$ cat src/rtl/vga_layer_compositor_if.sv
// Pixel/overlay bundle between the overlay generators, the compositor and the VGA pins.
// Latency: none (wires only).
// Backpressure: none; one pixel per clock, pix_vld qualifies each beat.
//
// Signals:
//   frame_start              one-cycle pulse at the start of each frame
//   pix_vld                  coordinates/hits valid this cycle
//   horz_coord/vert_coord    pixel x/y
//   layer_hit                bit i = pixel lies inside overlay layer i
//   axis_on/tick_on/grid_on  background feature enables
//   cfg_we/cfg_addr/cfg_dat  layer config write {EN, MODE[1:0], COLOUR}
//   pix_vld_out              pix_vld delayed two cycles
//   red/green/blue           composited pixel
interface vga_layer_compositor_if #(
    parameter int NUM_LAYERS = 16,
    parameter int CH_W       = 4,
    parameter int COORD_W    = 12
);
    logic                  frame_start;
    logic                  pix_vld;
    logic [COORD_W-1:0]    horz_coord;
    logic [COORD_W-1:0]    vert_coord;
    logic [NUM_LAYERS-1:0] layer_hit;
    logic                  axis_on;
    logic                  tick_on;
    logic                  grid_on;
    logic                  cfg_we;
    logic [4:0]            cfg_addr;
    logic [3*CH_W+2:0]     cfg_dat;
    logic                  pix_vld_out;
    logic [CH_W-1:0]       red;
    logic [CH_W-1:0]       green;
    logic [CH_W-1:0]       blue;

    // master: pixel source / config host side
    modport master (
        output frame_start, pix_vld, horz_coord, vert_coord, layer_hit,
               axis_on, tick_on, grid_on, cfg_we, cfg_addr, cfg_dat,
        input  pix_vld_out, red, green, blue
    );

    // slave: the compositor
    modport slave (
        input  frame_start, pix_vld, horz_coord, vert_coord, layer_hit,
               axis_on, tick_on, grid_on, cfg_we, cfg_addr, cfg_dat,
        output pix_vld_out, red, green, blue
    );
endinterface

$ cat src/rtl/vga_layer_compositor.sv
// Priority compositor: NUM_LAYERS overlay layers (layer 0 on top) over an axis/tick/grid background.
// Latency: 2 cycles, fully pipelined, one pixel per clock.
// Backpressure: none; never stalls, pix_vld_out simply follows pix_vld.
//
// Ports:
//   clk_i    pixel clock
//   rst_ni   asynchronous active-low reset
//   bus_if   vga_layer_compositor_if.slave (pixel in, layer config, RGB out)
module vga_layer_compositor #(
    parameter int NUM_LAYERS   = 16,
    parameter int CH_W         = 4,
    parameter int COORD_W      = 12,
    parameter int AXIS_X       = 640,
    parameter int AXIS_Y       = 512,
    parameter int GRID_X       = 80,
    parameter int GRID_Y       = 64,
    parameter int TICK_X       = 20,
    parameter int TICK_Y       = 16,
    parameter int TICK_HALF_X  = 10,   // vertical half-length of ticks on the x-axis
    parameter int TICK_HALF_Y  = 6,    // horizontal half-length of ticks on the y-axis
    parameter int BLINK_FRAMES = 30
) (
    input  logic                   clk_i,
    input  logic                   rst_ni,
    vga_layer_compositor_if.slave  bus_if
);
    localparam int PIX_W = 3 * CH_W;
    localparam int IDX_W = (NUM_LAYERS > 1) ? $clog2(NUM_LAYERS) : 1;
    localparam int BC_W  = (BLINK_FRAMES > 1) ? $clog2(BLINK_FRAMES) : 1;

    localparam logic [CH_W-1:0]    CH_MAX = '1;
    localparam logic [CH_W-1:0]    CH_0   = '0;
    // tick green is 9/15 of full scale (0x9 at 4 bits)
    localparam logic [CH_W-1:0]    TICK_G = CH_W'((9 * ((1 << CH_W) - 1)) / 15);
    localparam logic [COORD_W-1:0] AX     = COORD_W'(AXIS_X);
    localparam logic [COORD_W-1:0] AY     = COORD_W'(AXIS_Y);

    // ---------------- layer configuration ----------------
    logic [NUM_LAYERS-1:0] en_q;
    logic [1:0]            mode_q [NUM_LAYERS];
    logic [PIX_W-1:0]      col_q  [NUM_LAYERS];

    always_ff @(posedge clk_i or negedge rst_ni) begin
        if (!rst_ni) begin
            en_q <= '0;
            for (int i = 0; i < NUM_LAYERS; i++) begin
                mode_q[i] <= '0;
                col_q[i]  <= '0;
            end
        end else if (bus_if.cfg_we && (int'(bus_if.cfg_addr) < NUM_LAYERS)) begin
            en_q[bus_if.cfg_addr[IDX_W-1:0]]   <= bus_if.cfg_dat[PIX_W+2];
            mode_q[bus_if.cfg_addr[IDX_W-1:0]] <= bus_if.cfg_dat[PIX_W+1 -: 2];
            col_q[bus_if.cfg_addr[IDX_W-1:0]]  <= bus_if.cfg_dat[PIX_W-1:0];
        end
    end

    // ---------------- frame-stepped animation state ----------------
    logic [CH_W-1:0] rb_k_q, rb_k_d;
    logic [2:0]      rb_p_q, rb_p_d;
    logic [BC_W-1:0] blink_cnt_q, blink_cnt_d;
    logic            blink_on_q, blink_on_d;

    always_comb begin
        rb_k_d      = rb_k_q;
        rb_p_d      = rb_p_q;
        blink_cnt_d = blink_cnt_q;
        blink_on_d  = blink_on_q;
        if (bus_if.frame_start) begin
            rb_k_d = rb_k_q + 1'b1;
            // phase advances when the ramp wraps from max back to 0
            if (rb_k_q == CH_MAX) begin
                rb_p_d = (rb_p_q == 3'd5) ? 3'd0 : rb_p_q + 3'd1;
            end
            if (blink_cnt_q == BC_W'(BLINK_FRAMES - 1)) begin
                blink_cnt_d = '0;
                blink_on_d  = ~blink_on_q;
            end else begin
                blink_cnt_d = blink_cnt_q + 1'b1;
            end
        end
    end

    always_ff @(posedge clk_i or negedge rst_ni) begin
        if (!rst_ni) begin
            rb_k_q      <= '0;
            rb_p_q      <= '0;
            blink_cnt_q <= '0;
            blink_on_q  <= 1'b1;
        end else begin
            rb_k_q      <= rb_k_d;
            rb_p_q      <= rb_p_d;
            blink_cnt_q <= blink_cnt_d;
            blink_on_q  <= blink_on_d;
        end
    end

    // ---------------- stage 1: background and winning layer ----------------
    logic [COORD_W-1:0]    px, py, dx, dy;
    logic                  is_axis, is_tick, is_grid;
    logic [NUM_LAYERS-1:0] eff_hit;
    logic                  s1_vld_q, s1_vld_d;
    logic                  s1_hit_q, s1_hit_d;
    logic [IDX_W-1:0]      s1_win_q, s1_win_d;
    logic [PIX_W-1:0]      s1_bg_q,  s1_bg_d;

    assign px = bus_if.horz_coord;
    assign py = bus_if.vert_coord;
    assign dx = (px >= AX) ? px - AX : AX - px;
    assign dy = (py >= AY) ? py - AY : AY - py;

    assign is_axis = (px == AX) || (py == AY);
    assign is_tick = ((dy < COORD_W'(TICK_HALF_X)) && ((px % COORD_W'(TICK_X)) == '0)) ||
                     ((dx < COORD_W'(TICK_HALF_Y)) && ((py % COORD_W'(TICK_Y)) == '0));
    assign is_grid = ((px % COORD_W'(GRID_X)) == '0) || ((py % COORD_W'(GRID_Y)) == '0);

    always_comb begin
        s1_vld_d = bus_if.pix_vld;
        if (bus_if.axis_on && is_axis) begin
            s1_bg_d = {CH_MAX, CH_0, CH_0};
        end else if (bus_if.tick_on && is_tick) begin
            s1_bg_d = {CH_0, TICK_G, CH_MAX};
        end else if (bus_if.grid_on && is_grid) begin
            s1_bg_d = {CH_0, CH_MAX, CH_0};
        end else begin
            s1_bg_d = '0;
        end

        // a blink-mode layer is transparent during the off half-period,
        // so lower layers win in its place
        eff_hit = '0;
        for (int i = 0; i < NUM_LAYERS; i++) begin
            eff_hit[i] = bus_if.layer_hit[i] & en_q[i] &
                         ~((mode_q[i] == 2'd2) & ~blink_on_q);
        end
        s1_win_d = '0;
        for (int i = NUM_LAYERS - 1; i >= 0; i--) begin
            if (eff_hit[i]) begin
                s1_win_d = IDX_W'(i);
            end
        end
        s1_hit_d = |eff_hit;
    end

    always_ff @(posedge clk_i or negedge rst_ni) begin
        if (!rst_ni) begin
            s1_vld_q <= 1'b0;
            s1_hit_q <= 1'b0;
            s1_win_q <= '0;
            s1_bg_q  <= '0;
        end else begin
            s1_vld_q <= s1_vld_d;
            s1_hit_q <= s1_hit_d;
            s1_win_q <= s1_win_d;
            s1_bg_q  <= s1_bg_d;
        end
    end

    // ---------------- stage 2: colour resolve ----------------
    // Mode and colour are looked up here rather than carried from stage 1,
    // so a config write lands on whichever stage reads it next.
    logic [PIX_W-1:0] lay_col, rainbow, blend;
    logic [1:0]       lay_mode;
    logic [CH_W:0]    blend_sum;
    logic             out_vld_q, out_vld_d;
    logic [PIX_W-1:0] out_pix_q, out_pix_d;

    always_comb begin
        lay_col  = col_q[s1_win_q];
        lay_mode = mode_q[s1_win_q];

        case (rb_p_q)
            3'd0:    rainbow = {CH_MAX, rb_k_q, CH_0};
            3'd1:    rainbow = {CH_MAX - rb_k_q, CH_MAX, CH_0};
            3'd2:    rainbow = {CH_0, CH_MAX, rb_k_q};
            3'd3:    rainbow = {CH_0, CH_MAX - rb_k_q, CH_MAX};
            3'd4:    rainbow = {rb_k_q, CH_0, CH_MAX};
            default: rainbow = {CH_MAX, CH_0, CH_MAX - rb_k_q};
        endcase

        blend     = '0;
        blend_sum = '0;
        for (int c = 0; c < 3; c++) begin
            blend_sum = {1'b0, lay_col[c*CH_W +: CH_W]} + {1'b0, s1_bg_q[c*CH_W +: CH_W]};
            blend[c*CH_W +: CH_W] = blend_sum[CH_W:1];
        end

        out_vld_d = s1_vld_q;
        if (!s1_vld_q) begin
            out_pix_d = '0;
        end else if (!s1_hit_q) begin
            out_pix_d = s1_bg_q;
        end else begin
            case (lay_mode)
                2'd1:    out_pix_d = rainbow;
                2'd3:    out_pix_d = blend;
                default: out_pix_d = lay_col;   // solid, or blink while visible
            endcase
        end
    end

    always_ff @(posedge clk_i or negedge rst_ni) begin
        if (!rst_ni) begin
            out_vld_q <= 1'b0;
            out_pix_q <= '0;
        end else begin
            out_vld_q <= out_vld_d;
            out_pix_q <= out_pix_d;
        end
    end

    assign bus_if.pix_vld_out = out_vld_q;
    assign bus_if.red         = out_pix_q[3*CH_W-1 -: CH_W];
    assign bus_if.green       = out_pix_q[2*CH_W-1 -: CH_W];
    assign bus_if.blue        = out_pix_q[CH_W-1:0];
endmodule
$ cat src/flat_wrapper.sv
// flat-port wrapper written by rule: the top's interface ports become plain ports
module vga_layer_compositor_flat 
#(
    parameter int NUM_LAYERS   = 16,
    parameter int CH_W         = 4,
    parameter int COORD_W      = 12,
    parameter int AXIS_X       = 640,
    parameter int AXIS_Y       = 512,
    parameter int GRID_X       = 80,
    parameter int GRID_Y       = 64,
    parameter int TICK_X       = 20,
    parameter int TICK_Y       = 16,
    parameter int TICK_HALF_X  = 10,                                                 
    parameter int TICK_HALF_Y  = 6,                                                    
    parameter int BLINK_FRAMES = 30
)
  (clk_i, rst_ni, bus_if_frame_start, bus_if_pix_vld, bus_if_horz_coord, bus_if_vert_coord, bus_if_layer_hit, bus_if_axis_on, bus_if_tick_on, bus_if_grid_on, bus_if_cfg_we, bus_if_cfg_addr, bus_if_cfg_dat, bus_if_pix_vld_out, bus_if_red, bus_if_green, bus_if_blue);
  vga_layer_compositor_if #(.NUM_LAYERS(NUM_LAYERS), .CH_W(CH_W), .COORD_W(COORD_W)) bus_if_i ();
  input  logic clk_i;
  input  logic rst_ni;
  input wire logic [$bits(bus_if_i.frame_start)-1:0] bus_if_frame_start;
  input wire logic [$bits(bus_if_i.pix_vld)-1:0] bus_if_pix_vld;
  input wire logic [$bits(bus_if_i.horz_coord)-1:0] bus_if_horz_coord;
  input wire logic [$bits(bus_if_i.vert_coord)-1:0] bus_if_vert_coord;
  input wire logic [$bits(bus_if_i.layer_hit)-1:0] bus_if_layer_hit;
  input wire logic [$bits(bus_if_i.axis_on)-1:0] bus_if_axis_on;
  input wire logic [$bits(bus_if_i.tick_on)-1:0] bus_if_tick_on;
  input wire logic [$bits(bus_if_i.grid_on)-1:0] bus_if_grid_on;
  input wire logic [$bits(bus_if_i.cfg_we)-1:0] bus_if_cfg_we;
  input wire logic [$bits(bus_if_i.cfg_addr)-1:0] bus_if_cfg_addr;
  input wire logic [$bits(bus_if_i.cfg_dat)-1:0] bus_if_cfg_dat;
  output wire logic [$bits(bus_if_i.pix_vld_out)-1:0] bus_if_pix_vld_out;
  output wire logic [$bits(bus_if_i.red)-1:0] bus_if_red;
  output wire logic [$bits(bus_if_i.green)-1:0] bus_if_green;
  output wire logic [$bits(bus_if_i.blue)-1:0] bus_if_blue;
  assign bus_if_i.frame_start = bus_if_frame_start;
  assign bus_if_i.pix_vld = bus_if_pix_vld;
  assign bus_if_i.horz_coord = bus_if_horz_coord;
  assign bus_if_i.vert_coord = bus_if_vert_coord;
  assign bus_if_i.layer_hit = bus_if_layer_hit;
  assign bus_if_i.axis_on = bus_if_axis_on;
  assign bus_if_i.tick_on = bus_if_tick_on;
  assign bus_if_i.grid_on = bus_if_grid_on;
  assign bus_if_i.cfg_we = bus_if_cfg_we;
  assign bus_if_i.cfg_addr = bus_if_cfg_addr;
  assign bus_if_i.cfg_dat = bus_if_cfg_dat;
  assign bus_if_pix_vld_out = bus_if_i.pix_vld_out;
  assign bus_if_red = bus_if_i.red;
  assign bus_if_green = bus_if_i.green;
  assign bus_if_blue = bus_if_i.blue;
  vga_layer_compositor #(.NUM_LAYERS(NUM_LAYERS), .CH_W(CH_W), .COORD_W(COORD_W), .AXIS_X(AXIS_X), .AXIS_Y(AXIS_Y), .GRID_X(GRID_X), .GRID_Y(GRID_Y), .TICK_X(TICK_X), .TICK_Y(TICK_Y), .TICK_HALF_X(TICK_HALF_X), .TICK_HALF_Y(TICK_HALF_Y), .BLINK_FRAMES(BLINK_FRAMES)) u_core (.clk_i(clk_i), .rst_ni(rst_ni), .bus_if(bus_if_i));
endmodule
$ cat config.mk
export PLATFORM = sky130hd
export DESIGN_NAME = vga_layer_compositor_flat
export DESIGN_NICKNAME = d
export VERILOG_FILES = /design/src/rtl/vga_layer_compositor_if.sv /design/src/rtl/vga_layer_compositor.sv /design/src/flat_wrapper.sv
export SDC_FILE = /design/constraint.sdc
export NUM_CORES = 1
export LEC_CHECK = 0
export ABC_AREA = 1
export BUFFER_PORTS_ARGS = -buffer_cell sky130_fd_sc_hd__buf_2
export CORE_MARGIN = 5
export CORE_UTILIZATION = 31
export CTS_CLUSTER_DIAMETER = 30
export CTS_CLUSTER_SIZE = 8
export DETAILED_ROUTE_END_ITERATION = 10
export HOLD_SLACK_MARGIN = 0.15
export PLACE_DENSITY = 0.58
export REMOVE_ABC_BUFFERS = 1
export SLEW_MARGIN = 20
export SYNTH_ARGS = -nofsm -noshare
export SYNTH_HDL_FRONTEND = slang
export SYNTH_SLANG_ARGS = --single-unit
$ cat constraint.sdc
create_clock -name clk_i -period 3.4 [get_ports clk_i]
set_input_delay 0.17 -clock clk_i [delete_from_list [all_inputs] [get_ports clk_i]]
set_output_delay 0.17 -clock clk_i [all_outputs]
set_load 0.01 [all_outputs]
==> results of run 1 <==
## final timing paths
kind,from,to,depth (start not counted)
setup / recovery,bus_if_horz_coord[7],u_core.s1_bg_q[7],42
hold / removal,bus_if_cfg_dat[12],u_core.mode_q[10],3
setup reg to reg,u_core.blink_on_q,u_core.s1_win_q[3],10
hold reg to reg,u_core.out_vld_d,u_core.bus_if.pix_vld_out,0
max in group asynchronous,rst_ni,u_core.rb_p_q[0],3
min in group asynchronous,rst_ni,u_core.col_q[121],2
## worst max-delay path, delay by kind of cell
kind,cells,cell delay (ps)
compound gates,3,580
fa+ha+maj,1,140
buf+inv,6,370
simple gates,32,2630
## cell usage after synthesis (all sizes together)
cell type | n | area share
nand2 | 447 | 0.12
o21ai | 394 | 0.14
dfrtp | 275 | 0.47
nor2 | 166 | 0.045
clkbuf | 112 | 0.029
inv | 107 | 0.028
nand3 | 73 | 0.030
a21oi | 43 | 0.016
o221ai | 35 | 0.021
o211ai | 33 | 0.017
o22ai | 22 | 0.0095
ha | 20 | 0.017
nand4 | 20 | 0.0086
xor2 | 16 | 0.0097
nor3 | 15 | 0.0055
o311ai | 10 | 0.0060
a21boi | 6 | 0.0031
a22o | 4 | 0.0024
buf | 4 | 0.0016
clkinv | 4 | 0.0010
fa | 3 | 0.0041
nand3b | 3 | 0.0016
a211oi | 2 | 0.0010
and3 | 2 | 0.00086
o31ai | 2 | 0.0010
or2 | 2 | 0.00086
xnor2 | 2 | 0.0012
a2111oi | 1 | 0.00060
a311oi | 1 | 0.00060
a31oi | 1 | 0.00043
dfstp | 1 | 0.0018
nor3b | 1 | 0.00052
nor4 | 1 | 0.00043
o21bai | 1 | 0.00052
o32ai | 1 | 0.00060
o41ai | 1 | 0.00060
## cell type report
cell class / count / area share
sequential: 276 / 0.3718
clock inverter: 25 / 0.02127
timing repair buffer: 195 / 0.07827
clock buffer: 81 / 0.08972
tap: 607 / 0.04085
multi-input combinational: 1328 / 0.3745
inverter: 111 / 0.02356
## metrics by stage
| stage | area [µm²] | total power [mW] | setup TNS, ps | cells | setup WS (ps) |
|---|---|---|---|---|---|
| 2_1_floorplan | 14050 | 7.601 | -29650 | 1715 | -2562 |
| 3_3_place_gp | 15820 | 9.305 | -1263 | 2472 | -426.0 |
| 3_5_place_dp | 15820 | 9.392 | -1801 | 2472 | -607.4 |
| 4_1_cts | 18190 | 15.33 | 0 | 2608 | 5.256 |
| 5_1_grt | 18590 | 16.47 | -891.8 | 2623 | -302.5 |
| 6_report | 18590 | 15.47 | -69.09 | 2623 | -30.11 |
## layer usage
layer  up-vias  wire [µm]
met2       370      21770
met3        87       2178
met5         -          0
met1      6488      19410
li1       6506          -
met4         0       1139
## power groups by stage
stage | Sequential, mW | Combinational, mW | Clock (mW)
floorplan | 4.53 | 3.07 | 0
global placement | 4.47 | 4.84 | 0
detailed placement | 4.49 | 4.90 | 0
CTS | 4.45 | 4.99 | 5.89
global route | 4.55 | 5.83 | 6.09
finish | 4.46 | 5.21 | 5.79
## repair_timing
action / CTS / global route
resized for setup: 1 / 75
setup endpoints to repair: 2 / 4
gates cloned: 0 / 0
hold buffers: 30 / 0
endpoints found under the hold margin: 284 / 0
buffers inserted: 0 / 15
pin swaps: 0 / 34
## registers in the layout, summed over array words and instances (netlist names)
name,count
u_core.col_q,192
u_core.blink_cnt_q,5
u_core.s1_win_q,4
u_core.en_q,16
u_core.rb_p_q,3
u_core.s1_bg_q,4
u_core.s1_hit_q,1
u_core.mode_q,32
u_core.blink_on_q,1
u_core.bus_if.pix_vld_out,1
u_core.rb_k_q,4
u_core.out_pix_q,12
u_core.out_vld_d,1
## cell families after synthesis
group	Yosys count	synth area share
adders and majority gates	23	0.02141
buffers and inverters	227	0.05931
and+or+nand+nor	730	0.2132
DFF	276	0.4766
AOI/OAI and AO/OA	557	0.2185
xor gates and xnor gates	18	0.01088
## cell usage in the layout (no fill, tap or decap), types with 3 or more instances in the layout
master,instances
clkbuf_1,10
nand3_2,13
dlygate4sd3_1,30
nor2_2,3
buf_8,4
nor3_1,14
o311ai_0,10
inv_1,91
buf_12,6
clkbuf_16,58
nand3b_1,3
ha_1,17
nand3_4,4
inv_2,13
a21oi_1,40
buf_2,77
a22o_1,4
bufinv_16,8
nor2_1,158
dfrtp_1,274
xor2_1,16
o221ai_1,35
clkinvlp_4,6
a21boi_0,6
fa_1,3
o21ai_0,389
nand2_4,14
ha_4,3
clkbuf_8,13
nand2_1,406
nor2_4,5
clkinv_2,8
o22ai_1,22
nand2_2,26
buf_4,77
nand3_1,56
nand4_1,20
o211ai_1,33
==> impl_metrics.prom, run 1 <==
# TYPE chip_impl_metric gauge
chip_impl_metric{name="num_io_pins",unit=""} 81
chip_impl_metric{name="post-dp-hpwl",unit="µm"} 27570
chip_impl_metric{name="postLayoutSetupSlackWorst",unit="ps"} -30.11
chip_impl_metric{name="fp.coreArea",unit="µm²"} 46360
chip_impl_metric{name="whs",unit="ps"} 178.1
chip_impl_metric{name="cts.clk_slew.worst_paths",unit="ps"} 40
chip_impl_metric{name="multiInputGateArea",unit="µm²"} 6963
chip_impl_metric{name="ant_nets",unit=""} 0
chip_impl_metric{name="syn_to_final_growth",unit="%"} 28.27
chip_impl_info{name="grt_setup_unrepaired",value="yes"} 1
chip_impl_info{name="clockRootBuffer",value="clkbuf_16"} 1
chip_impl_info{name="critical_path_class",value="in2reg"} 1
chip_impl_metric{name="grt_antenna_before_repair",unit=""} 0
chip_impl_info{name="grt-busiest-layer",value="met2"} 1
chip_impl_metric{name="setup_violations",unit=""} 3
chip_impl_metric{name="drt-initial-drc-count",unit=""} 1021
chip_impl_metric{name="grt_first_pass_wirelength",unit="µm"} 69880
chip_impl_info{name="critical_path.startpoint_type",value="input pin"} 1
chip_impl_metric{name="power.static_leakage",unit="nW"} 8.621
chip_impl_metric{name="vdd_ir_drop_max",unit="mV"} 0.4439
chip_impl_metric{name="net_switching_power_of_the_design",unit="mW"} 5.576
chip_impl_metric{name="insertedDiodeCount",unit=""} 0
chip_impl_metric{name="grt-ovfl-total",unit=""} 0
chip_impl_metric{name="core.rowCount",unit=""} 79
chip_impl_metric{name="num_cts_buffers",unit=""} 57
chip_impl_metric{name="firstDrtPassIters",unit=""} 5
chip_impl_metric{name="synth_sequential_area_ratio",unit=""} 0.4766
chip_impl_metric{name="power_report.internal_total",unit="mW"} 9.890
chip_impl_metric{name="period_share",unit=""} 1.009
chip_impl_metric{name="die_x",unit="µm"} 226.2
chip_impl_metric{name="finalCriticalPeriod",unit="ps"} 3430
chip_impl_metric{name="via_per_inst",unit=""} 5.128
chip_impl_info{name="tritoncts",value="yes"} 1
chip_impl_metric{name="yosys_warnings",unit=""} 0
chip_impl_metric{name="drive_above_1_share",unit=""} 0.1781
chip_impl_metric{name="use_met1",unit=""} 0.2258
chip_impl_metric{name="grt_util_all_layers",unit=""} 0.1689
chip_impl_metric{name="globalplace.congestion",unit=""} 0.8493
chip_impl_metric{name="place.port_buffers",unit=""} 80
chip_impl_metric{name="met3_usage",unit=""} 0.02418
chip_impl_metric{name="number_of_cells_produced_by_synthesis",unit=""} 1831
chip_impl_info{name="hold_path.class",value="in2reg"} 1
chip_impl_metric{name="final-max-slew-violation-count",unit=""} 0
chip_impl_info{name="cp-end-kind",value="register"} 1
chip_impl_metric{name="cts-htree-levels",unit=""} 2
chip_impl_metric{name="max_slew_margin",unit=""} 0.3843
chip_impl_metric{name="dr_total_vias",unit=""} 13450
chip_impl_metric{name="timing.fmax",unit="GHz"} 0.2915
chip_impl_metric{name="routed_wl",unit="µm"} 44500
chip_impl_metric{name="starting_density_of_the_core",unit=""} 0.3126
chip_impl_info{name="worst_path_most_repeated_cell",value="nand2_2"} 1
chip_impl_metric{name="drv_cap",unit=""} 0
chip_impl_metric{name="postSynthRegisterBits",unit=""} 276
chip_impl_metric{name="clock_tree_skew_after_final_layout",unit="ps"} 32.87
chip_impl_info{name="violations_in_the_final_reports",value="setup timing"} 1
chip_impl_metric{name="avgRoutedWirePerCell",unit="µm"} 16.96
chip_impl_metric{name="final_core_utilization",unit=""} 0.4010
chip_impl_metric{name="first_global_vias",unit=""} 12860
chip_impl_metric{name="synth_area",unit="µm²"} 14490
chip_impl_metric{name="worstMarginPinSlew",unit="ps"} 923.5
chip_impl_metric{name="share_seq_of_total_power",unit=""} 0.289
chip_impl_metric{name="critical_path_required",unit="ps"} 3900
chip_impl_metric{name="insertion_delay",unit="ps"} 590
chip_impl_metric{name="data_arrival_time_of_the_critical_path",unit="ps"} 3930
chip_impl_info{name="run_status",value="finished with violations"} 1
chip_impl_metric{name="netSwitchingFraction",unit=""} 0.3605
chip_impl_metric{name="filler_cell_count",unit=""} 4577
chip_impl_metric{name="grt.met2_usage",unit=""} 0.2852
chip_impl_metric{name="maximum_number_of_pins_on_one_net_before_global_route_repair",unit=""} 115
chip_impl_metric{name="power.share.combinational",unit=""} 0.337
chip_impl_metric{name="post_synth_num_cell_types",unit=""} 50
chip_impl_metric{name="die-area",unit="µm²"} 51180
chip_impl_metric{name="worst_path_largest_cell_delay",unit="ps"} 210
chip_impl_metric{name="timing_hold_violations_final",unit=""} 0
chip_impl_metric{name="power.density",unit="nW/µm²"} 831.9
chip_impl_metric{name="area.sequential",unit="µm²"} 6912
chip_impl_metric{name="power.clock.fraction",unit=""} 0.374
chip_impl_metric{name="syn-mean-instance-area",unit="µm²"} 7.915
chip_impl_metric{name="ctsLongestPathBuffers",unit=""} 3
chip_impl_metric{name="worst-path-max-fanout",unit=""} 7
chip_impl_metric{name="worst-r2r-setup-slack",unit="ps"} 160
chip_impl_metric{name="dieHeight",unit="µm"} 226.2
chip_impl_metric{name="route.detailed.drc",unit=""} 0
chip_impl_metric{name="num-nets-final",unit=""} 2060
chip_impl_info{name="slowest_stage",value="a21oi_4"} 1
chip_impl_metric{name="cts_num_sinks",unit=""} 276
(Power assumes the default switching activity.)
==> run 2, diff against run 1 <==
Settings changed: MAX_ROUTING_LAYER set to met4.
==> run 2 against run 1 <==
The flow still finishes with violations (setup timing). Sequential share of layout area did not move. Combinational power barely moved. Count of clock-buffer cells in the layout did not move. Critical path depth did not move. Register-to-register slack barely moved. Final cell count did not move. Worst setup slack got worse by 0.84 ps. Global-route usage rose by 0.53 points. Clock power barely moved. Power barely moved. Wire length barely moved.
==> impl_metrics.prom, run 2 (synthesis gave the netlist of run 1 again) <==
# TYPE chip_impl_metric gauge
chip_impl_info{name="run_status",value="finished with violations"} 1
chip_impl_info{name="violations_in_the_final_reports",value="setup timing"} 1
chip_impl_metric{name="num_io_pins",unit=""} 81
chip_impl_metric{name="starting_density_of_the_core",unit=""} 0.3126
chip_impl_metric{name="drv_cap",unit=""} 0
chip_impl_metric{name="die-area",unit="µm²"} 51180
chip_impl_metric{name="net_switching_power_of_the_design",unit="mW"} 5.579
chip_impl_metric{name="insertion_delay",unit="ps"} 590
chip_impl_metric{name="timing.fmax",unit="GHz"} 0.2915
chip_impl_metric{name="firstDrtPassIters",unit=""} 5
chip_impl_metric{name="setup_violations",unit=""} 3
chip_impl_info{name="endpoint",value="u_core.s1_bg_q[7]"} 1
chip_impl_metric{name="via_per_inst",unit=""} 5.148
chip_impl_info{name="slowest_stage",value="a21oi_4"} 1
chip_impl_metric{name="die_x",unit="µm"} 226.2
chip_impl_metric{name="dr_total_vias",unit=""} 13500
chip_impl_info{name="worst_path_most_repeated_cell",value="nand2_2"} 1
chip_impl_metric{name="first_global_vias",unit=""} 12860
chip_impl_metric{name="cts_num_sinks",unit=""} 276
chip_impl_metric{name="worst-path-max-fanout",unit=""} 7
chip_impl_metric{name="drive_above_1_share",unit=""} 0.1781
chip_impl_info{name="cp-end-kind",value="register"} 1
chip_impl_info{name="worst_reg2reg_startpoint",value="u_core.blink_on_q"} 1
chip_impl_metric{name="route.detailed.drc",unit=""} 0
chip_impl_metric{name="grt_util_all_layers",unit=""} 0.1742
chip_impl_metric{name="largest_register_ffs",unit=""} 192
chip_impl_metric{name="cts-htree-levels",unit=""} 2
chip_impl_metric{name="grt_antenna_before_repair",unit=""} 0
chip_impl_metric{name="timing_hold_violations_final",unit=""} 0
chip_impl_metric{name="postLayoutSetupSlackWorst",unit="ps"} -30.95
chip_impl_metric{name="netSwitchingFraction",unit=""} 0.3606
chip_impl_metric{name="ctsLongestPathBuffers",unit=""} 3
chip_impl_metric{name="num_cts_buffers",unit=""} 57
chip_impl_metric{name="power.static_leakage",unit="nW"} 8.621
chip_impl_metric{name="power_report.internal_total",unit="mW"} 9.890
chip_impl_info{name="regMostFlops",value="u_core.col_q"} 1
chip_impl_metric{name="critical_path_required",unit="ps"} 3900
chip_impl_info{name="startpoint",value="bus_if_horz_coord[7]"} 1
chip_impl_info{name="final_common_cell",value="nand2_1"} 1
chip_impl_metric{name="globalplace.congestion",unit=""} 0.8627
chip_impl_metric{name="power.density",unit="nW/µm²"} 832.1
chip_impl_metric{name="power.clock.fraction",unit=""} 0.375
chip_impl_metric{name="share_seq_of_total_power",unit=""} 0.288
chip_impl_metric{name="fp.coreArea",unit="µm²"} 46360
chip_impl_metric{name="dieHeight",unit="µm"} 226.2
chip_impl_metric{name="ant_nets",unit=""} 0
chip_impl_metric{name="core.rowCount",unit=""} 79
chip_impl_metric{name="period_share",unit=""} 1.009
chip_impl_metric{name="worstMarginPinSlew",unit="ps"} 911.5
chip_impl_metric{name="place.port_buffers",unit=""} 80
chip_impl_metric{name="num-nets-final",unit=""} 2060
chip_impl_metric{name="insertedDiodeCount",unit=""} 0
chip_impl_metric{name="placed_cells_incl_taps",unit=""} 2472
chip_impl_metric{name="totalNegativeSetupSlack",unit="ps"} -71.53
chip_impl_metric{name="grt-ovfl-total",unit=""} 0
chip_impl_metric{name="grt_first_pass_wirelength",unit="µm"} 69910
chip_impl_metric{name="drt-initial-drc-count",unit=""} 1104
chip_impl_info{name="critical_path.startpoint_type",value="input pin"} 1
chip_impl_info{name="clockRootBuffer",value="clkbuf_16"} 1
chip_impl_metric{name="syn_to_final_growth",unit="%"} 28.27
chip_impl_metric{name="finalCriticalPeriod",unit="ps"} 3431
chip_impl_metric{name="design_power_total",unit="mW"} 15.47
chip_impl_metric{name="post_layout_cell_count",unit=""} 2623
chip_impl_info{name="layout_top_registers",value="u_core.col_q: 192 flops, u_core.mode_q: 32 flops, u_core.en_q: 16 flops"} 1
chip_impl_info{name="hold_path.class",value="in2reg"} 1
chip_impl_metric{name="rr_worst_depth",unit=""} 10
chip_impl_metric{name="avgRoutedWirePerCell",unit="µm"} 16.97
chip_impl_info{name="grt_setup_unrepaired",value="yes"} 1
chip_impl_metric{name="routed_wl",unit="µm"} 44510
chip_impl_metric{name="cts.clk_slew.worst_paths",unit="ps"} 40
chip_impl_metric{name="maximum_number_of_pins_on_one_net_before_global_route_repair",unit=""} 115
chip_impl_metric{name="vdd_ir_drop_max",unit="mV"} 0.4445
chip_impl_metric{name="data_arrival_time_of_the_critical_path",unit="ps"} 3930
chip_impl_metric{name="final-max-slew-violation-count",unit=""} 0
chip_impl_info{name="tritoncts",value="yes"} 1
chip_impl_metric{name="power.share.combinational",unit=""} 0.337
chip_impl_metric{name="clock_tree_skew_after_final_layout",unit="ps"} 32.92
chip_impl_metric{name="worst-r2r-setup-slack",unit="ps"} 150
chip_impl_info{name="layout.cells.most_common_list",value="nand2_1 (406), o21ai_0 (389), dfrtp_1 (274)"} 1
chip_impl_metric{name="post-dp-hpwl",unit="µm"} 27570
chip_impl_info{name="critical_path_class",value="in2reg"} 1
chip_impl_info{name="critical_path.reg2reg.endpoint",value="u_core.s1_win_q[3]"} 1
chip_impl_metric{name="max_slew_margin",unit=""} 0.3923
chip_impl_metric{name="worst_path_largest_cell_delay",unit="ps"} 210
run 2: worst min path at each step:
| stage | startpoint | to | slack [ps] | cells after the start |
|---|---|---|---|---|
| 2_1_floorplan | rst_ni | u_core.blink_cnt_q[0] | -130 | 0 |
| 3_3_place_gp | bus_if_pix_vld | u_core.out_vld_d | 300 | 1 |
| 3_5_place_dp | bus_if_pix_vld | u_core.out_vld_d | 300 | 1 |
| 4_1_cts | bus_if_cfg_dat[12] | u_core.mode_q[8] | 160 | 3 |
| 5_1_grt | bus_if_cfg_dat[12] | u_core.mode_q[8] | 200 | 3 |
| 6_report | bus_if_cfg_dat[12] | u_core.mode_q[10] | 190 | 3 |
run 2: power groups by stage:
stage | clock, mW | combinational [mW] | sequential, mW
final | 5.80 | 5.21 | 4.46
after global routing | 6.09 | 5.83 | 4.55
after CTS | 5.89 | 4.99 | 4.45
after detailed placement | 0 | 4.90 | 4.49
after global placement | 0 | 4.84 | 4.47
after floorplan | 0 | 3.07 | 4.53
run 2: metal layers:
metal	share of wire	track usage	vias to the layer above
met1	0.43	0.2267	6552
li1	-	-	6506
met5	0	-	-
met2	0.49	0.2853	357
met4	0.026	0.05123	0
met3	0.050	0.02418	88
run 2: area by class of cell:
type / count / area (µm²)
inverters: 111 / 437.9
clock buffers: 81 / 1668
flip-flops and latches: 276 / 6912
clock inverters: 25 / 395.4
repair buffers: 195 / 1455
fillers: 4577 / 27770
multi-input cells: 1328 / 6963
well taps: 607 / 759.5
run 2: repair_timing:
item / 4_1_cts / 5_1_grt
resized for setup: 1 / 75
endpoints found under the setup margin: 2 / 4
pin swaps: 0 / 34
setup buffers: 0 / 15
hold endpoints to repair: 284 / 0
hold buffers: 30 / 0
run 2: stage by stage:
stage / hold WS (ps) / area (µm²) / util / setup slack [ps]
6_report: 190.7 / 18590 / 0.4010 / -30.95
5_1_grt: 200.5 / 18590 / 0.4010 / -302.5
4_1_cts: 156.1 / 18190 / 0.3924 / 5.256
3_5_place_dp: 295.7 / 15820 / 0.3413 / -607.4
3_3_place_gp: 297.3 / 15820 / 0.3413 / -426.0
2_1_floorplan: -125.6 / 14050 / - / -2562
run 2: critical path, delay by kind of cell:
kind | cells | cell delay, ps
AOI/OAI and AO/OA | 3 | 580
adders and majority gates | 1 | 140
buffers and inverters | 6 | 370
and+or+nand+nor | 32 | 2630
==> run 3, diff against run 2 <==
Settings changed: ABC_AREA 1 to not set, SLEW_MARGIN 20 to not set.
==> run 3 against run 2 <==
The flow still finishes with violations (setup timing). Critical endpoint unchanged. Largest power group unchanged. Area after synthesis up 6.9%. Final cell count fell by 11%. Count of clock-buffer cells in the layout decreased by 3.
==> impl_metrics.prom, run 3 <==
# TYPE chip_impl_metric gauge
chip_impl_metric{name="ctsLongestPathBuffers",unit=""} 3
chip_impl_info{name="synth_top_cells_by_count",value="dfrtp_1 (275), mux2_2 (243), nand2_1 (86)"} 1
chip_impl_info{name="layout.cells.most_common_list",value="dfrtp_1 (273), mux2_2 (243), buf_4 (182)"} 1
chip_impl_metric{name="via_per_inst",unit=""} 5.205
chip_impl_metric{name="dp_worst_setup_slack",unit="ps"} -1076
chip_impl_metric{name="timing.fmax",unit="GHz"} 0.2783
chip_impl_metric{name="grt_util_all_layers",unit=""} 0.1693
chip_impl_metric{name="power.density",unit="nW/µm²"} 752.9
chip_impl_metric{name="cts_num_sinks",unit=""} 276
chip_impl_metric{name="globalplace.congestion",unit=""} 0.8802
chip_impl_metric{name="max_slew_margin",unit=""} 0.2115
chip_impl_info{name="hold_path.startpoint",value="bus_if_layer_hit[15]"} 1
chip_impl_metric{name="postLayoutSetupSlackWorst",unit="ps"} -192.8
chip_impl_metric{name="ant_nets",unit=""} 0
chip_impl_info{name="synthMostInstantiatedCell",value="dfrtp_1"} 1
chip_impl_metric{name="worstMarginPinSlew",unit="ps"} 1180
chip_impl_metric{name="die_x",unit="µm"} 233.6
chip_impl_metric{name="postSynthRegisterBits",unit=""} 276
chip_impl_info{name="final_common_cell",value="dfrtp_1"} 1
chip_impl_info{name="startpoint",value="bus_if_horz_coord[7]"} 1
chip_impl_metric{name="grt_antenna_before_repair",unit=""} 2
chip_impl_metric{name="drv_cap",unit=""} 0
chip_impl_metric{name="routed-wl-met3",unit="µm"} 1772
chip_impl_metric{name="place.port_buffers",unit=""} 80
chip_impl_metric{name="worst_hold_path.num_cells",unit=""} 5
chip_impl_metric{name="starting_density_of_the_core",unit=""} 0.3114
chip_impl_metric{name="syn-mean-instance-area",unit="µm²"} 11.72
chip_impl_metric{name="final-max-slew-violation-count",unit=""} 0
chip_impl_metric{name="worst_path_largest_cell_delay",unit="ps"} 530
chip_impl_info{name="critical_path_class",value="in2reg"} 1
chip_impl_metric{name="dieHeight",unit="µm"} 233.6
chip_impl_metric{name="syn_to_final_growth",unit="%"} 34.85
chip_impl_metric{name="cts-htree-levels",unit=""} 2
chip_impl_metric{name="vdd_ir_drop_max",unit="mV"} 0.5693
chip_impl_metric{name="synth-edff-count",unit=""} 0
chip_impl_metric{name="power.static_leakage",unit="nW"} 9.266
chip_impl_info{name="hold_path.class",value="in2reg"} 1
chip_impl_metric{name="yosys_warnings",unit=""} 0
chip_impl_metric{name="number_of_cells_produced_by_synthesis",unit=""} 1322
chip_impl_metric{name="cts.clk_slew.worst_paths",unit="ps"} 50
chip_impl_metric{name="die-area",unit="µm²"} 54560
chip_impl_metric{name="postSynth.asyncResetShare",unit=""} 1.000
chip_impl_metric{name="setup_violations",unit=""} 3
chip_impl_metric{name="wl_met1",unit="µm"} 20280
chip_impl_info{name="violations_in_the_final_reports",value="setup timing"} 1
chip_impl_metric{name="met2_wirelength",unit="µm"} 22790
chip_impl_metric{name="maximum_number_of_pins_on_one_net_before_global_route_repair",unit=""} 111
chip_impl_metric{name="avgRoutedWirePerCell",unit="µm"} 19.58
chip_impl_info{name="worst_reg2reg_startpoint",value="u_core.s1_win_q[0]"} 1
chip_impl_metric{name="grt-ovfl-total",unit=""} 0
chip_impl_metric{name="power.share.combinational",unit=""} 0.325
chip_impl_info{name="clockRootBuffer",value="clkbuf_16"} 1
chip_impl_metric{name="design_power_total",unit="mW"} 15.74
chip_impl_info{name="regMostFlops",value="u_core.col_q"} 1
chip_impl_info{name="yosys-top-cells-area",value="dfrtp_1 (44%), mux2_2 (18%), mux4_2 (10%)"} 1
chip_impl_info{name="top_signal_layer_used",value="met4"} 1
chip_impl_metric{name="worstSetupPathDepth",unit=""} 20
chip_impl_metric{name="grt_first_pass_wirelength",unit="µm"} 71840
chip_impl_info{name="synth_largest_area_cell",value="dfrtp_1"} 1
chip_impl_info{name="grt_setup_unrepaired",value="yes"} 1
chip_impl_metric{name="power_report.internal_total",unit="mW"} 10.94
chip_impl_metric{name="data_arrival_time_of_the_critical_path",unit="ps"} 4070
chip_impl_metric{name="period_share",unit=""} 1.057
chip_impl_metric{name="drive_above_1_share",unit=""} 0.4620
chip_impl_info{name="synthFlopType",value="dfrtp_1"} 1
chip_impl_metric{name="share_seq_of_total_power",unit=""} 0.292
chip_impl_metric{name="synth_top_cell_area_share",unit=""} 0.4440
chip_impl_metric{name="first_global_vias",unit=""} 12760
chip_impl_metric{name="fp.coreArea",unit="µm²"} 49760
chip_impl_info{name="cp-end-kind",value="register"} 1
chip_impl_metric{name="insertion_delay",unit="ps"} 590
chip_impl_info{name="critical_path.startpoint_type",value="input pin"} 1
chip_impl_metric{name="synth_area",unit="µm²"} 15500
chip_impl_metric{name="num_io_pins",unit=""} 81
chip_impl_info{name="tritoncts",value="yes"} 1
chip_impl_metric{name="route.detailed.drc",unit=""} 0
chip_impl_info{name="slowest_stage",value="or4_4"} 1
chip_impl_metric{name="synth_sequential_area_ratio",unit=""} 0.4457
chip_impl_metric{name="netSwitchingFraction",unit=""} 0.3048
chip_impl_info{name="layout_top_registers",value="u_core.col_q: 192 flops, u_core.mode_q: 32 flops, u_core.en_q: 16 flops"} 1
chip_impl_info{name="worst_path_dominant_cell_family",value="simple AND/OR/NAND/NOR gates"} 1
chip_impl_metric{name="net_switching_power_of_the_design",unit="mW"} 4.795
chip_impl_metric{name="filler_cell_count",unit=""} 4619
chip_impl_metric{name="post-dp-hpwl",unit="µm"} 30170
chip_impl_metric{name="num_cts_buffers",unit=""} 61
chip_impl_metric{name="core.rowCount",unit=""} 82
chip_impl_info{name="run_status",value="finished with violations"} 1
chip_impl_metric{name="largest_register_ffs",unit=""} 192
chip_impl_metric{name="critical_path_required",unit="ps"} 3880
chip_impl_metric{name="post_synth_num_cell_types",unit=""} 78
chip_impl_metric{name="worst-path-max-fanout",unit=""} 7
chip_impl_metric{name="timing_hold_violations_final",unit=""} 0
chip_impl_metric{name="finalCriticalPeriod",unit="ps"} 3593
chip_impl_metric{name="path_buf_inv",unit=""} 5
chip_impl_metric{name="num-nets-final",unit=""} 1698
chip_impl_metric{name="firstDrtPassIters",unit=""} 5
chip_impl_info{name="timing.critical_path.cells",value="buf_6 > inv_4 > ha_4 > buf_6 > nand3b_1 > o32ai_2 > a211o_1 > and2_4 > and4_4 > a211o_4 > nor3_4 > buf_4 > or2b_1 > buf_4 > o22ai_1 > nand2_1 > o211ai_1 > or4_4 > o41a_1 > o21ai_1"} 1
chip_impl_metric{name="rr_worst_depth",unit=""} 11
chip_impl_metric{name="drt-initial-drc-count",unit=""} 778
chip_impl_metric{name="dr_total_vias",unit=""} 12140
chip_impl_metric{name="power.clock.fraction",unit=""} 0.383
chip_impl_metric{name="clock_tree_skew_after_final_layout",unit="ps"} 36.71
chip_impl_metric{name="routed_wl",unit="µm"} 45650
[run 3: what timing repair did]
item | in CTS | in global routing
setup endpoints to repair | 3 | 10
buffers inserted | 19 | 18
hold buffers | 36 | 0
pin swaps | 33 | 9
gates resized for setup | 73 | 12
gates cloned | 0 | 1
endpoints found under the hold margin | 363 | 0
[run 3: per-layer routing]
| layer | track usage | vias up |
|---|---|---|
| li1 | - | 5554 |
| met1 | 0.2214 | 6230 |
| met2 | 0.2821 | 286 |
| met3 | 0.02273 | 67 |
| met4 | 0.03927 | 0 |
| met5 | - | - |
[run 3: worst paths after layout]
kind                                   endpoint  slack [ps]
max                           u_core.s1_bg_q[7]        -190
min                             u_core.s1_hit_q         170
max reg2reg                u_core.out_pix_q[11]          90
min reg2reg                   u_core.col_q[157]         490
max in group asynchronous     u_core.col_q[179]        2170
min in group asynchronous        u_core.en_q[7]         270
[run 3: area by class of cell]
cell class	instances	area [µm²]	area share
clock inverter	36	461.7	0.02209
clock buffer	78	1712	0.08190
multi-input combinational	924	8404	0.4021
antenna	2	5.005	0.0002395
sequential	276	6913	0.3308
tap	672	840.8	0.04023
inverter	27	111.4	0.005328
timing repair buffer	317	2451	0.1173
[run 3: tightest hold or removal path: stages]
cell	delay (ps)
buf_2	90
nand3_1	90
nand3_1	120
nor3_1	70
nand2_1	130
[run 3: logic make-up (layout without fill, tap and decap cells)]
kind of cell | Yosys count | in the layout | synth area share
adder cells (fa/ha/maj) | 23 | 23 | 0.02002
multiplexers | 323 | 323 | 0.2848
AND/OR/NAND/NOR | 304 | 304 | 0.09648
buffers and inverters | 122 | 458 | 0.03173
flip-flops | 276 | 276 | 0.4457
AO/OA/AOI/OAI | 252 | 252 | 0.1088
other | 0 | 2 | 0
XOR/XNOR | 22 | 22 | 0.01243
[run 3: through the flow]
step	hold WS, ps	cell area [µm²]	utilization	cells	TNS, ps
2_1_floorplan	-125.6	15110	-	1227	-17320
5_1_grt	197.0	20900	0.4200	2332	-1224
6_report	171.8	20900	0.4200	2332	-511.5
3_5_place_dp	305.2	17670	0.3552	2143	-3158
4_1_cts	154.6	20660	0.4153	2311	-293.8
3_3_place_gp	296.9	17670	0.3552	2143	-2797
[run 3: power by group through the flow]
stage	Sequential (mW)	Clock, mW	Combinational, mW
floorplan	4.67	0	2.92
global placement	4.59	0	4.61
detailed placement	4.62	0	4.67
CTS	4.58	6.11	4.89
global route	4.68	6.30	5.59
finish	4.59	6.03	5.11
